--- config.mk ---
export PLATFORM = sky130hd
export DESIGN_NAME = alu_host_flat
export DESIGN_NICKNAME = d
export VERILOG_FILES = /design/src/rtl/alu_host_if.sv /design/src/rtl/alu_host.sv /design/src/flat_wrapper.sv
export SDC_FILE = /design/constraint.sdc
export NUM_CORES = 1
export LEC_CHECK = 0
export BUFFER_PORTS_ARGS = -buffer_cell sky130_fd_sc_hd__buf_2
export CAP_MARGIN = 0
export CORE_UTILIZATION = 40
export DETAILED_ROUTE_END_ITERATION = 7
export PLACE_DENSITY = 0.73
export SLEW_MARGIN = 20
export SYNTH_ARGS = -nofsm -noshare
export SYNTH_HDL_FRONTEND = slang
export SYNTH_SLANG_ARGS = --single-unit
--- constraint.sdc ---
create_clock -name clk -period 1.9 [get_ports clk]
set_clock_uncertainty 0.2 [all_clocks]
set_input_delay 0.19 -clock clk [delete_from_list [all_inputs] [get_ports clk]]
set_output_delay 0.19 -clock clk [all_outputs]
set_load 0.01 [all_outputs]
--- src/rtl/alu_host_if.sv ---
// alu_host_if: client request/response bundle plus the 8-bit BEGIN/END ALU bus.
// Latency: none, wiring only.
// Backpressure: req_valid/req_ready on requests, rsp_valid/rsp_ready on responses.
interface alu_host_if;
  logic        req_valid;
  logic        req_ready;
  logic [1:0]  req_op;
  logic [15:0] req_a;
  logic [7:0]  req_b;
  logic        rsp_valid;
  logic        rsp_ready;
  logic [15:0] rsp_data;
  logic        rsp_err;
  logic        BEGIN;
  logic [1:0]  op_code;
  logic [7:0]  inbus;
  logic        END;
  logic [7:0]  outbus;

  modport slave (
    input  req_valid, req_op, req_a, req_b, rsp_ready, END, outbus,
    output req_ready, rsp_valid, rsp_data, rsp_err, BEGIN, op_code, inbus
  );

  modport master (
    output req_valid, req_op, req_a, req_b, rsp_ready, END, outbus,
    input  req_ready, rsp_valid, rsp_data, rsp_err, BEGIN, op_code, inbus
  );
endinterface

--- src/rtl/alu_host.sv ---
// alu_host: drives add/sub/mul/div over the byte-wide BEGIN/END ALU bus; ALU_HOST_TIMEOUT_EN adds a WAIT_END abort.
// Latency: accept->rsp_valid 4 (add/sub), 5 (mul), 6 (div) cycles, plus any END wait.
// Backpressure: req_ready only in IDLE; response held until rsp_ready, no new request accepted before.
module alu_host #(
  parameter int TIMEOUT_CYCLES = 255
) (
  input  logic       clk,
  input  logic       reset,
  alu_host_if.slave  bus
);

  localparam logic [1:0] OP_DIV = 2'b11;

  typedef enum logic [2:0] {IDLE, SEND0, SEND1, SEND2, WAIT_END, CAPT1, RESP} state_t;

  state_t      state;
  logic [7:0]  a_lo;
  logic [7:0]  b_q;
  logic [7:0]  byte0;
  logic        begin_q;
  logic [1:0]  op_q;
  logic [7:0]  inbus_q;
  logic        req_ready_q;
  logic        rsp_valid_q;
  logic [15:0] rsp_data_q;

  if (TIMEOUT_CYCLES < 1 || TIMEOUT_CYCLES > 255) begin : g_bad_timeout
    $error("alu_host: TIMEOUT_CYCLES must be 1..255");
  end

`ifdef ALU_HOST_TIMEOUT_EN
  localparam logic [7:0] TO_LAST = 8'(TIMEOUT_CYCLES - 1);
  logic       rsp_err_q;
  logic [7:0] to_cnt;
  assign bus.rsp_err = rsp_err_q;
`else
  assign bus.rsp_err = 1'b0;
`endif

  always_ff @(posedge clk or negedge reset) begin
    if (!reset) begin
      state       <= IDLE;
      a_lo        <= 8'h00;
      b_q         <= 8'h00;
      byte0       <= 8'h00;
      begin_q     <= 1'b0;
      op_q        <= 2'b00;
      inbus_q     <= 8'h00;
      req_ready_q <= 1'b1;
      rsp_valid_q <= 1'b0;
      rsp_data_q  <= 16'h0000;
`ifdef ALU_HOST_TIMEOUT_EN
      rsp_err_q   <= 1'b0;
      to_cnt      <= 8'h00;
`endif
    end else begin
      case (state)
        IDLE: begin
          if (bus.req_valid) begin
            // First byte goes out straight from the request bus so BEGIN lands in SEND0.
            a_lo        <= bus.req_a[7:0];
            b_q         <= bus.req_b;
            op_q        <= bus.req_op;
            begin_q     <= 1'b1;
            inbus_q     <= (bus.req_op == OP_DIV) ? bus.req_a[15:8] : bus.req_a[7:0];
            req_ready_q <= 1'b0;
            state       <= SEND0;
          end
        end
        SEND0: begin
          begin_q <= 1'b0;
          inbus_q <= (op_q == OP_DIV) ? a_lo : b_q;
          state   <= SEND1;
        end
        SEND1: begin
`ifdef ALU_HOST_TIMEOUT_EN
          to_cnt <= 8'h00;
`endif
          if (op_q == OP_DIV) begin
            inbus_q <= b_q;
            state   <= SEND2;
          end else begin
            state   <= WAIT_END;
          end
        end
        SEND2: state <= WAIT_END;
        WAIT_END: begin
          if (bus.END) begin
            byte0 <= bus.outbus;
            if (op_q[1]) begin
              state <= CAPT1;
            end else begin
              rsp_valid_q <= 1'b1;
              rsp_data_q  <= {8'h00, bus.outbus};
              state       <= RESP;
            end
          end
`ifdef ALU_HOST_TIMEOUT_EN
          else if (to_cnt == TO_LAST) begin
            rsp_valid_q <= 1'b1;
            rsp_data_q  <= 16'hFFFF;
            rsp_err_q   <= 1'b1;
            state       <= RESP;
          end else begin
            to_cnt <= to_cnt + 8'd1;
          end
`endif
        end
        CAPT1: begin
          // mul: {hi, lo}; div: {remainder, quotient} -- both arrive in that order.
          rsp_valid_q <= 1'b1;
          rsp_data_q  <= {byte0, bus.outbus};
          state       <= RESP;
        end
        RESP: begin
          if (bus.rsp_ready) begin
            rsp_valid_q <= 1'b0;
            req_ready_q <= 1'b1;
`ifdef ALU_HOST_TIMEOUT_EN
            rsp_err_q   <= 1'b0;
`endif
            state       <= IDLE;
          end
        end
        default: state <= IDLE;
      endcase
    end
  end

  assign bus.req_ready = req_ready_q;
  assign bus.rsp_valid = rsp_valid_q;
  assign bus.rsp_data  = rsp_data_q;
  assign bus.BEGIN     = begin_q;
  assign bus.op_code   = op_q;
  assign bus.inbus     = inbus_q;

endmodule
--- src/flat_wrapper.sv ---
// flat-port wrapper written by rule: the top's interface ports become plain ports
module alu_host_flat 
#(
  parameter int TIMEOUT_CYCLES = 255
)
  (clk, reset, bus_req_valid, bus_req_op, bus_req_a, bus_req_b, bus_rsp_ready, bus_END, bus_outbus, bus_req_ready, bus_rsp_valid, bus_rsp_data, bus_rsp_err, bus_BEGIN, bus_op_code, bus_inbus);
  alu_host_if bus_i ();
  input  logic clk;
  input  logic reset;
  input wire logic [$bits(bus_i.req_valid)-1:0] bus_req_valid;
  input wire logic [$bits(bus_i.req_op)-1:0] bus_req_op;
  input wire logic [$bits(bus_i.req_a)-1:0] bus_req_a;
  input wire logic [$bits(bus_i.req_b)-1:0] bus_req_b;
  input wire logic [$bits(bus_i.rsp_ready)-1:0] bus_rsp_ready;
  input wire logic [$bits(bus_i.END)-1:0] bus_END;
  input wire logic [$bits(bus_i.outbus)-1:0] bus_outbus;
  output wire logic [$bits(bus_i.req_ready)-1:0] bus_req_ready;
  output wire logic [$bits(bus_i.rsp_valid)-1:0] bus_rsp_valid;
  output wire logic [$bits(bus_i.rsp_data)-1:0] bus_rsp_data;
  output wire logic [$bits(bus_i.rsp_err)-1:0] bus_rsp_err;
  output wire logic [$bits(bus_i.BEGIN)-1:0] bus_BEGIN;
  output wire logic [$bits(bus_i.op_code)-1:0] bus_op_code;
  output wire logic [$bits(bus_i.inbus)-1:0] bus_inbus;
  assign bus_i.req_valid = bus_req_valid;
  assign bus_i.req_op = bus_req_op;
  assign bus_i.req_a = bus_req_a;
  assign bus_i.req_b = bus_req_b;
  assign bus_i.rsp_ready = bus_rsp_ready;
  assign bus_i.END = bus_END;
  assign bus_i.outbus = bus_outbus;
  assign bus_req_ready = bus_i.req_ready;
  assign bus_rsp_valid = bus_i.rsp_valid;
  assign bus_rsp_data = bus_i.rsp_data;
  assign bus_rsp_err = bus_i.rsp_err;
  assign bus_BEGIN = bus_i.BEGIN;
  assign bus_op_code = bus_i.op_code;
  assign bus_inbus = bus_i.inbus;
  alu_host #(.TIMEOUT_CYCLES(TIMEOUT_CYCLES)) u_core (.clk(clk), .reset(reset), .bus(bus_i));
endmodule
=== Word-level counts from Yosys, hierarchy flattened ===
Cells that the tools add are included.

* Logic and storage cells: 60
* Output and inout port bits: 30
* Bits in latches: 0
* Input port bits: 39
* Memory bits (writable): 0
* Register bits: 56
* Memories: 0
* ROM bits: 0

* $lt $le $gt $ge: 0
* Multiplexer cells: 23
* Bitwise operators: 0
* Add/subtract/negate cells: 0
* Multipliers: 0
* Shift operators: 0
* Equal/unequal tests: 13
* Reductions and logical operators: 14
* Div/mod/pow operators: 0

{| class="wikitable"
|+ Operator list
! kind !! count
|-
| $mux 16 || 2
|-
| $mux 8 || 4
|-
| $pmux 16 s2 || 1
|-
| $pmux 8 s3 || 1
|-
| $pmux 3 s7 || 1
|-
| $mux 3 || 4
|-
| $reduce_and 3->1 || 4
|-
| $eq 3x3->1 const B || 3
|-
| $ne 2x2->1 const B || 4
|-
| $eq 3x2->1 const B || 2
|-
| $mux 1 || 6
|-
| $reduce_and 2->1 || 3
|-
| $reduce_bool 2->1 || 3
|-
| $reduce_bool 3->1 || 2
|-
| $eq 2x2->1 const B || 2
|-
| $pmux 1 s2 || 2
|-
| $reduce_and 4->1 || 1
|-
| $eq 3x1->1 const B || 1
|-
| $logic_not 3->1 || 1
|-
| $pmux 1 s3 || 1
|-
| $mux 2 || 1
|-
| $ne 2x1->1 const B || 1
|}

=== Longest topological paths before layout ===
Gate-level depths: netlist (run 1).

* Depth after elaboration: 4
* Depth in mapped cells: 6
* Gate-level depth less buffers: 4

=== Worst setup path after synthesis (run 1) ===
OpenSTA, ideal clock, no wires.

* Path kind: register to register
* Start: reg u_core.state[1]
* End: reg u_core.a_lo[0]
* Data arrival time: 1468 ps
* Buffers on the path: 2
* Setup time: 125 ps
* Slack: 107 ps
* Stages on the path, launching flop included: 5
* Required time: 1575 ps
* Clock period less this slack: 1793 ps
* Cells stage by stage: dfrtp_1 > buf_2 > nor3_4 > buf_4 > mux2_2

* Cells in the longest elaborated chain, start to end: 2

{| class="wikitable"
|+ RTL lines
! item !! line !! source
|-
| start, declared || alu_host.sv:16 || <nowiki>state_t state;</nowiki>
|-
| start signal, assigned || alu_host.sv:42 || <nowiki>state <= IDLE;</nowiki>
|-
| start signal, assigned || alu_host.sv:67 || <nowiki>state <= SEND0;</nowiki>
|-
| start signal, assigned || alu_host.sv:73 || <nowiki>state <= SEND1;</nowiki>
|-
| $logic_not 3->1 || alu_host.sv:57 || <nowiki>case (state)</nowiki>
|-
| $reduce_and 2->1 (no line) || n/a ||
|-
| end signal, assigned || alu_host.sv:61 || <nowiki>a_lo <= bus.req_a[7:0];</nowiki>
|-
| end, declared || alu_host.sv:17 || <nowiki>logic [7:0] a_lo;</nowiki>
|}

Every way passes these cells.
A chain may end at the register's enable or synchronous reset.

=== Worst setup path after layout (run 1) ===
* Start: reg u_core.state[0]
* End: reg u_core.inbus_q[2] (netlist: u_core.bus.inbus[2])

* Cells in the longest elaborated chain, start to end: 3
* Elaborated cells between the ends (all ways): 8
* Those cells by class: eq/ne: 4; mux: 1; reduce/logical: 3

{| class="wikitable"
|+ RTL lines
! item !! line !! source
|-
| $eq 3x2->1, or another cell as far along || alu_host.sv:57 ||
|-
| $ne 2x1->1 (no line), or another cell as far along || n/a ||
|-
| $reduce_and 3->1 (no line) || n/a ||
|-
| end signal, assigned || alu_host.sv:65 || <nowiki>inbus_q <= (bus.req_op == OP_DIV) ? bus.req_a[15:8] : bus.req_a[7:0];</nowiki>
|-
| end signal, assigned || alu_host.sv:72 || <nowiki>inbus_q <= (op_q == OP_DIV) ? a_lo : b_q;</nowiki>
|-
| end signal, assigned || alu_host.sv:80 || <nowiki>inbus_q <= b_q;</nowiki>
|-
| end, declared || alu_host.sv:22 || <nowiki>logic [7:0] inbus_q;</nowiki>
|}

Several ways; a longest one is shown, not always the timed one.

==> results of run 1 <==
==> worst max-delay path: cells and delay by family, from the launching register on <==
family | cells | cell delay (ns)
compound gates | 3 | 0.48
buf+inv | 2 | 0.35
simple gates | 1 | 0.21
flops | 1 | 0.45
==> flip-flops by register name, indices dropped and copies added, names as in the netlist <==
register              cells
u_core.bus.req_ready      1
u_core.bus.inbus          8
u_core.bus.op_code        2
u_core.b_q                8
u_core.state              3
u_core.byte0              8
u_core.bus.rsp_valid      1
u_core.a_lo               8
u_core.bus.BEGIN          1
u_core.bus.rsp_data      16
==> where the power goes <==
group	leakage, nW	switching, W	total (W)	internal [W]
combinational	0.857	0.00114	0.00230	0.00115
sequential	0.669	0.000317	0.00208	0.00176
clock	0.0552	0.000382	0.000774	0.000392
total	1.58	0.00184	0.00515	0.00331
==> timing repair <==
action	4_1_cts	5_1_grt
hold endpoints to repair	91	0
hold buffers	28	0
endpoints found under the setup margin	0	10
resized for setup	0	1
==> logic make-up (layout without fill, tap and decap cells) <==
kind of cell,count (synthesis),after routing,share of synthesized area [%]
mux,42,42,18.5
flops,56,56,56.1
simple gates,54,54,11.2
buf+inv,14,121,2.75
compound gates,42,42,11.3
other cells,1,1,0.150
==> metal layers <==
metal  track usage, %  wire length [um]
met1             22.7              2470
met3             3.60               189
met4             5.71                54
met2             33.4              2980
met5                0                 0
==> worst max path at each step <==
stage | start | end | slack (ns) | cells after the start
final | u_core.state[0] | u_core.bus.inbus[2] | 0.09 | 6
after global routing | u_core.state[0] | u_core.bus.inbus[1] | 0.03 | 6
after detailed placement | bus_END | u_core.bus.rsp_data[5] | 0.09 | 4
after CTS | u_core.state[0] | u_core.bus.rsp_data[2] | 0.09 | 2
after global placement | bus_END | u_core.bus.rsp_data[4] | 0.08 | 4
after floorplan | u_core.state[1] | u_core.a_lo[0] | 0.11 | 4
==> final cells by class <==
class                      count  area share, %
clock buffer                   6           2.13
multi-input combinational    139           30.5
timing repair buffer         109           21.9
sequential                    56           41.2
tap                           75           2.76
inverter                       4          0.442
clock inverter                 2           1.03
==> Yosys cell counts <==
cell and instances:
nand2b_1 4, nor2_1 10, a21oi_1 5, dfrtp_1 55, o32ai_1 1, a31oi_1 8
buf_4 3, dfstp_2 1, mux2i_1 8, o31a_1 1, a2bb2oi_1 9, nor3_4 1
o21ai_0 13, inv_2 1, nor3_2 1, o211ai_2 1, nor3_1 2, o21ai_1 1
a21oi_2 1, mux2_2 34, a211oi_2 1, conb_1 1, nor4b_4 1, nand3b_1 2
o22ai_1 1, and2_1 1, clkbuf_1 3, inv_1 3, nor2b_1 2, nand2_1 22
buf_2 4, nand3_1 8
==> per-stage QoR <==
stage               instances  power [W]  setup WS (ns)  area, um^2
global placement          355    0.00426         0.0825        3000
CTS                       391    0.00517         0.0885        3390
floorplan                 209    0.00354          0.107        2500
detailed placement        355    0.00434         0.0940        3000
finish                    391    0.00515         0.0889        3400
global route              391    0.00554         0.0266        3400
==> cells in the final DEF (no fill, tap or decap), types with 2 or more instances in the layout <==
cell type	Yosys	routed
buf_2	4	67
dfrtp_1	55	55
mux2_2	34	34
dlygate4sd3_1	0	28
nand2_1	22	22
o21ai_0	13	13
buf_4	3	12
nor2_1	10	10
a2bb2oi_1	9	9
mux2i_1	8	8
nand3_1	8	8
a31oi_1	8	8
a21oi_1	5	5
clkbuf_8	0	5
nand2b_1	4	4
inv_1	3	3
nand3b_1	2	2
nor3_1	2	2
nor2b_1	2	2
buf_12	0	2
==> impl_results.md, run 1 <==
- Area contributors post-synth: dfrtp_1 55%, mux2_2 15%, nand2_1 3.3%, mux2i_1 3.2%, a2bb2oi_1 3.2%
- FF-to-FF setup slack: a little under 0.09 ns
- Post-synth top area share: between 50 and 60%
- F_max: around 0.55 GHz
- DIE AREA: about 6600 um^2
- Vias/cell: between 5 and 6
- Final wirelength: 5.69 mm
- FF/Latch Area: about 1400 um^2
- Type of origin of the critical path: flip-flop
- CP Max Fanout: 8
- Total grt overflow: 0
- Hold Path Origin: bus_req_valid
- Crit Path Class: flip-flop to flip-flop
- CP Capture Type: flip-flop
- Nets@finish: approximately 350
- Synth warn: 0
- Number of global-route vias before repair: slightly above 2000
- I/O pins: 69
- Synth cell types: 32
- Cells along the critical path: buf_4, nand2b_1, a21oi_2, buf_4, a2bb2oi_1, a31oi_1
- Synth Instances: 209
- Yosys reg bits: 56
- Minimum clock period: approximately 1.8 ns
- Hold-critical path depth: 3
- Post-DP HPWL: about 3.8 mm
- R2r endpoint: u_core.bus.inbus[2]
- Slew @ Worst Pin: between 0.5 and 0.6 ns
- Final hold slack: about 0.02 ns
- Routability cong.: 0.767
- Initial DRT Pass Iterations: 4
- Crit path DAT: approximately 1.8 ns
- Critical Path Most Common Cell: buf_4
- Max stage delay on crit path: around 0.45 ns
- Hold WC Path Type: input pin to flip-flop
- Hold endpoint: u_core.bus.BEGIN
- Clock Path Buffers: 2
- Slew HR: 64.7%
- All-Layer GR Usage: 18.7%
- Hold violation count in the final report: 0
- CTS HTree Levels: 2
- Pwr/cell area: 1510 nW/um^2
- Slew Limit Fails: 0
- Worst EP required: roughly 1.9 ns
- Largest net degree at the start of global routing: 57
- Finished Core Util: approximately 57%
- Clock sinks: between 50 and 60
- Unrepaired setup endpoints after global routing: false
- Layout cells sized above 1: between 40% and 50%
- CP max stage cell: dfrtp_1
- R2R depth: 6
- Syn_nets: around 250
- Critical R2R Launch: u_core.state[0]
- Setup TNS: 0 ns
- First-pass GRT wire length: between 9 and 10 mm
- Area grow syn2layout: 36.1%
- Fill cells: between 500 and 600
- Register area share after synthesis: between 50% and 60%
- IO Port Bufs: 67
- Root buffer cell: clkbuf_8
- Site row count: 28
- Final ANT Viol Nets: 0
- Dominant cell type by area after synthesis: dfrtp_1
- Avg Cell Area, Syn: 12.0 um^2
- Initial antenna violation count: 0
- Die height: slightly above 80 um
- Residual DRC count: 0
- Num CTS Buffers: 5
- Via count: about 2000
- Post-Syn Area: between 2000 and 2500 um^2
- Outcome: completed
- Die span in x: ~81 um
- Setup-failing EPs final: 0
- Peak supply drop: about 0.66 mV
- CTS tree: yes
- Clk pin slew, worst setup/hold paths: ~0.10 ns
- Max Cap Viol: 0
- Worst skew pair latency: about 0.3 ns
- Core Region: around 6000 um^2
- Post-CTS setup buffer count: 0
- Final period util: 95.3%
- Starting Density: 42.0%
- Avg WL per Cell: between 10 and 15 um
- 1st-iter DRT viols: 133
- Multi-input gate area: ~1000 um^2
- Antenna fix cells: 0
- Leakage power: approximately 1.6 nW
Power figures use the tool's default switching activity.
==> run 2: changes to the inputs <==
- PLACE_DENSITY: 0.73 -> not set
- PLACE_DENSITY_LB_ADDON: not set -> 0.15
- clock period: 1.9 -> 1.7 ns (I/O delays scaled with it)
==> impl_results.md, run 2 (same netlist as run 1, synthesis figures left out) <==
- Max FFs per register: 16
- Num CTS Buffers: 5
- Max stage delay on crit path: between 0.4 and 0.5 ns
- 1st-iter DRT viols: 88
- Total grt overflow: 0
- Final setup margin: approximately 0.0026 ns
- Area grow syn2layout: 42.0%
- CP Capture Type: flip-flop
- F_max: 0.589 GHz
- Final period util: approximately 100%
- Unrepaired setup endpoints after global routing: true
- CTS HTree Levels: 2
- Max Cap Viol: 0
- Setup slack at placement: -0.0357 ns
- Finished Core Util: roughly three fifths
- Crit path DAT: about 1.7 ns
- Final wirelength: about 5.7 mm
- Initial DRT Pass Iterations: 4
- Peak supply drop: ~0.8 mV
- Hold violation count in the final report: 0
- Minimum clock period: between 1.5 and 2 ns
- Die span in x: 81.0 um
- Vias/cell: approximately 5
- CP max stage cell: dfrtp_2
- Cells along the critical path: nand2b_4, nor3_4, buf_12, mux2_2
- Number of global-route vias before repair: around 2000
- CP Max Fanout: 18
- Clock Path Buffers: 2
- Avg WL per Cell: around 14 um
- Final hold slack: between 0.02 and 0.025 ns
- Via count: approximately 2000
- DIE AREA: between 6000 and 7000 um^2
- Site row count: 28
- Residual DRC count: 0
- Final non-filler cell total: 403
- Most frequent cells in the layout: 67 x buf_2, 52 x dfrtp_1, 31 x mux2_2, 28 x dlygate4sd3_1, 22 x nand2_1
- Worst skew pair latency: 0.31 ns
- Type of origin of the critical path: flip-flop
- Die height: just over 80 um
- Starting Density: 42.0%
- Leakage power: ~1.7 nW
- Post-DP HPWL: just under 4 mm
- First-pass GRT wire length: between 9 and 10 mm
- All-Layer GR Usage: between 10% and 20%
- Crit Path Class: flip-flop to flip-flop
- Cell count after placement: roughly 360
- Clock sinks: 56
- Fill cells: between 500 and 600
- Largest net degree at the start of global routing: between 40 and 50
- Clk pin slew, worst setup/hold paths: roughly 0.09 ns
- Outcome: completed
- Routability cong.: 0.729
- Antenna fix cells: 0
- Layout cells sized above 1: between 40 and 50%
- Hold WC Path Type: input pin to flip-flop
- Final ANT Viol Nets: 0
- I/O pins: roughly 70
- Initial antenna violation count: 0
- CTS tree: yes
- Nets@finish: 367
- IO Port Bufs: 67
- Pwr/cell area: approximately 1700 nW/um^2
- Root buffer cell: clkbuf_8
- Commonest non-fill, non-tap cell in the layout: buf_2
- Core Region: roughly 6000 um^2
- Worst EP required: roughly 1.7 ns
- Setup-failing EPs final: 0
- Slew Limit Fails: 0
-- run 2: layout make-up --
type                    count  area (um^2)  area share [%]
clock inverters             2         12.5           0.353
clock buffers               5         68.8            1.94
multi-input cells         139         1070            30.2
flip-flops and latches     56         1410            39.6
inverters                   4         15.0           0.423
repair buffers            122          881            24.8
well taps                  75         93.8            2.64
-- run 2: repair_timing --
item                                   in CTS  in global routing
setup endpoints to repair                  31                 40
cloned                                      0                  1
pin swaps                                   0                  1
hold buffers                               28                  0
endpoints found under the hold margin      92                  0
setup buffers                               1                  3
gates resized for setup                     3                 11
-- run 2: where the power goes --
part / switching [W] / leakage [nW] / internal (W)
sequential: 0.000413 / 0.665 / 0.00198
combinational: 0.00129 / 0.952 / 0.00155
clock: 0.000413 / 0.0400 / 0.000280
-- run 2: critical path: cells and delay by family, from the launching register on --
kind | cells | cell delay [ns]
multiplexers | 1 | 0.34
buffers and inverters | 1 | 0.18
AND/OR/NAND/NOR | 2 | 0.38
flip-flops | 1 | 0.47
-- run 2: final timing paths --
path,startpoint,end,slack (ns),cells past startpoint
setup / recovery,u_core.state[0],u_core.a_lo[4],0.003,4
hold / removal,bus_req_valid,u_core.bus.BEGIN,0.02,3
setup reg to reg,u_core.state[0],u_core.a_lo[4],0.003,4
hold reg to reg,u_core.bus.rsp_data[8],u_core.bus.rsp_data[8],0.29,2
max in group asynchronous,reset,u_core.state[0],0.62,3
min in group asynchronous,reset,u_core.bus.op_code[0],0.12,2
-- run 2: per-layer routing --
metal,GRT usage (%),wire (um)
met5,0,0
met4,6.96,90
met3,3.48,160
met2,30.8,2810
met1,23.7,2650
-- run 2: per-stage QoR --
step	cell area [um^2]	total power, W	TNS, ns
after floorplan	2510	0.00397	-0.234
after global placement	3080	0.00493	0
after detailed placement	3080	0.00501	-0.505
after CTS	3460	0.00580	0
after global routing	3550	0.00637	-1.05
final	3550	0.00593	0
==> run 3: changes to the inputs <==
- MAX_ROUTING_LAYER: not set -> met4
==> impl_results.md, run 3 (same netlist as run 1, synthesis figures left out) <==
- R2r endpoint: u_core.a_lo[4]
- 1st-iter DRT viols: between 60 and 70
- F_max: 0.588 GHz
- Largest net degree at the start of global routing: just over 40
- Leakage power: 1.66 nW
- Nets@finish: 367
- Num CTS Buffers: 5
- Launch point of the worst path: u_core.state[0]
- Hold endpoint: u_core.bus.BEGIN
- Core Region: ~6000 um^2
- Hold-critical path depth: 3
- Residual DRC count: 0
- Starting Density: 42.0%
- WL met1: approximately 2.7 mm
- Hold Path Origin: bus_req_valid
- Crit path DAT: roughly 1.7 ns
- CP Max Fanout: 18
- Worst EP required: roughly 1.7 ns
- Clk pin slew, worst setup/hold paths: approximately 0.090 ns
- Max Cap Viol: 0
- Final non-filler cell total: roughly 400
- Top sig layer: met4
- Vias/cell: between 4 and 5
- Outcome: finished, violations left
- Die span in x: 81.0 um
- Site row count: 28
- Slew Limit Fails: 0
- Clock Path Buffers: 2
- Commonest non-fill, non-tap cell in the layout: buf_2
- Unrepaired setup endpoints after global routing: true
- Area grow syn2layout: 42.0%
- Final ANT Viol Nets: 0
- Avg WL per Cell: ~14 um
- Fill cells: roughly 530
- Worst skew pair latency: ~0.31 ns
- Type of origin of the critical path: flip-flop
- Final hold slack: around 0.020 ns
- Max FFs per register: 16
- Hold violation count in the final report: 0
- Clock sinks: 56
- Final wirelength: about 5.7 mm
- IO Port Bufs: 67
- Crit Path Class: flip-flop to flip-flop
- Most frequent cells in the layout: 67 x buf_2, 52 x dfrtp_1, 31 x mux2_2, 28 x dlygate4sd3_1, 22 x nand2_1
- All-Layer GR Usage: roughly a fifth
- CTS HTree Levels: 2
- CTS tree: yes
- Minimum clock period: around 1.7 ns
- Routability cong.: about 0.74
- Number of global-route vias before repair: ~2000
- Layout cells sized above 1: 46.3%
- Setup-failing EPs final: 1
- R2R depth: 4
- Failing checks: setup timing
- CP Capture Type: flip-flop
- First-pass GRT wire length: 9.12 mm
- Critical R2R Launch: u_core.state[0]
- Final period util: 100%
- Via count: around 2000
- Post-DP HPWL: 3.91 mm
- Die height: approximately 81 um
- Root buffer cell: clkbuf_8
- Routed wl met2: ~2.8 mm
- FF-to-FF setup slack: -0.0003 ns
- Hold WC Path Type: input pin to flip-flop
- Initial DRT Pass Iterations: 4
- Met3 Wirelength: roughly 170 um
- Total grt overflow: 0
- Cell count after placement: 363
- Final setup margin: -0.000279 ns
- Initial antenna violation count: 0
- Antenna fix cells: 0
- Peak supply drop: 0.818 mV
- Pwr/cell area: 1670 nW/um^2
- I/O pins: 69
- DIE AREA: 6570 um^2
[run 3: cell counts in the layout (fill, tap and decap cells not counted)]
Identical to the previous run, type by type.
[run 3: timing repair]
| item | CTS | global route |
|---|---|---|
| endpoints found under the hold margin | 92 | 0 |
| pin swaps | 0 | 1 |
| cloned | 0 | 1 |
| resized for setup | 3 | 11 |
| hold buffers | 28 | 0 |
| setup buffers | 1 | 3 |
| setup endpoints to repair | 31 | 40 |
[run 3: through the flow]
step                utilization (%)  power, W  area [um^2]  setup WS (ns)   TNS [ns]
finish                         59.6   0.00594         3550      -0.000279  -0.000279
global route                   59.6   0.00637         3550        -0.0581      -1.05
CTS                            58.1   0.00580         3460        0.00151          0
detailed placement             51.8   0.00501         3080        -0.0357     -0.505
global placement               51.8   0.00493         3080        0.00269          0
floorplan                         -   0.00397         2510        -0.0180     -0.234
[run 3: worst max path at each step]
stage / end / slack [ns] / cells after the start
finish: u_core.a_lo[4] / -0.0003 / 4
global route: u_core.bus.inbus[4] / -0.06 / 5
CTS: u_core.a_lo[4] / 0.002 / 4
detailed placement: u_core.b_q[0] / -0.04 / 4
global placement: u_core.a_lo[4] / 0.003 / 4
floorplan: u_core.a_lo[0] / -0.02 / 4
[run 3: report_power, final]
group | switching (W) | internal [W]
registers | 0.000415 | 0.00198
clock network | 0.000424 | 0.000280
logic | 0.00129 | 0.00155
[run 3: layout make-up]
type                    instances  area (um^2)  area share [%]
clock inverters                 2         12.5           0.353
well taps                      75         93.8            2.64
multi-input cells             139         1070            30.2
flip-flops and latches         56         1410            39.6
inverters                       4         15.0           0.423
repair buffers                122          881            24.8
clock buffers                   5         68.8            1.94
[run 3: worst max-delay path: stages (launching register included)]
cell and delay (ns):
dfrtp_2 0.47, nand2b_4 0.17, nor3_4 0.21, buf_12 0.19
mux2_2 0.34
[run 3: routing by layer]
layer	vias to the layer above	global-route usage, %
li1	991	-
met5	-	-
met3	8	3.37
met4	0	6.96
met1	973	24.0
met2	37	30.7
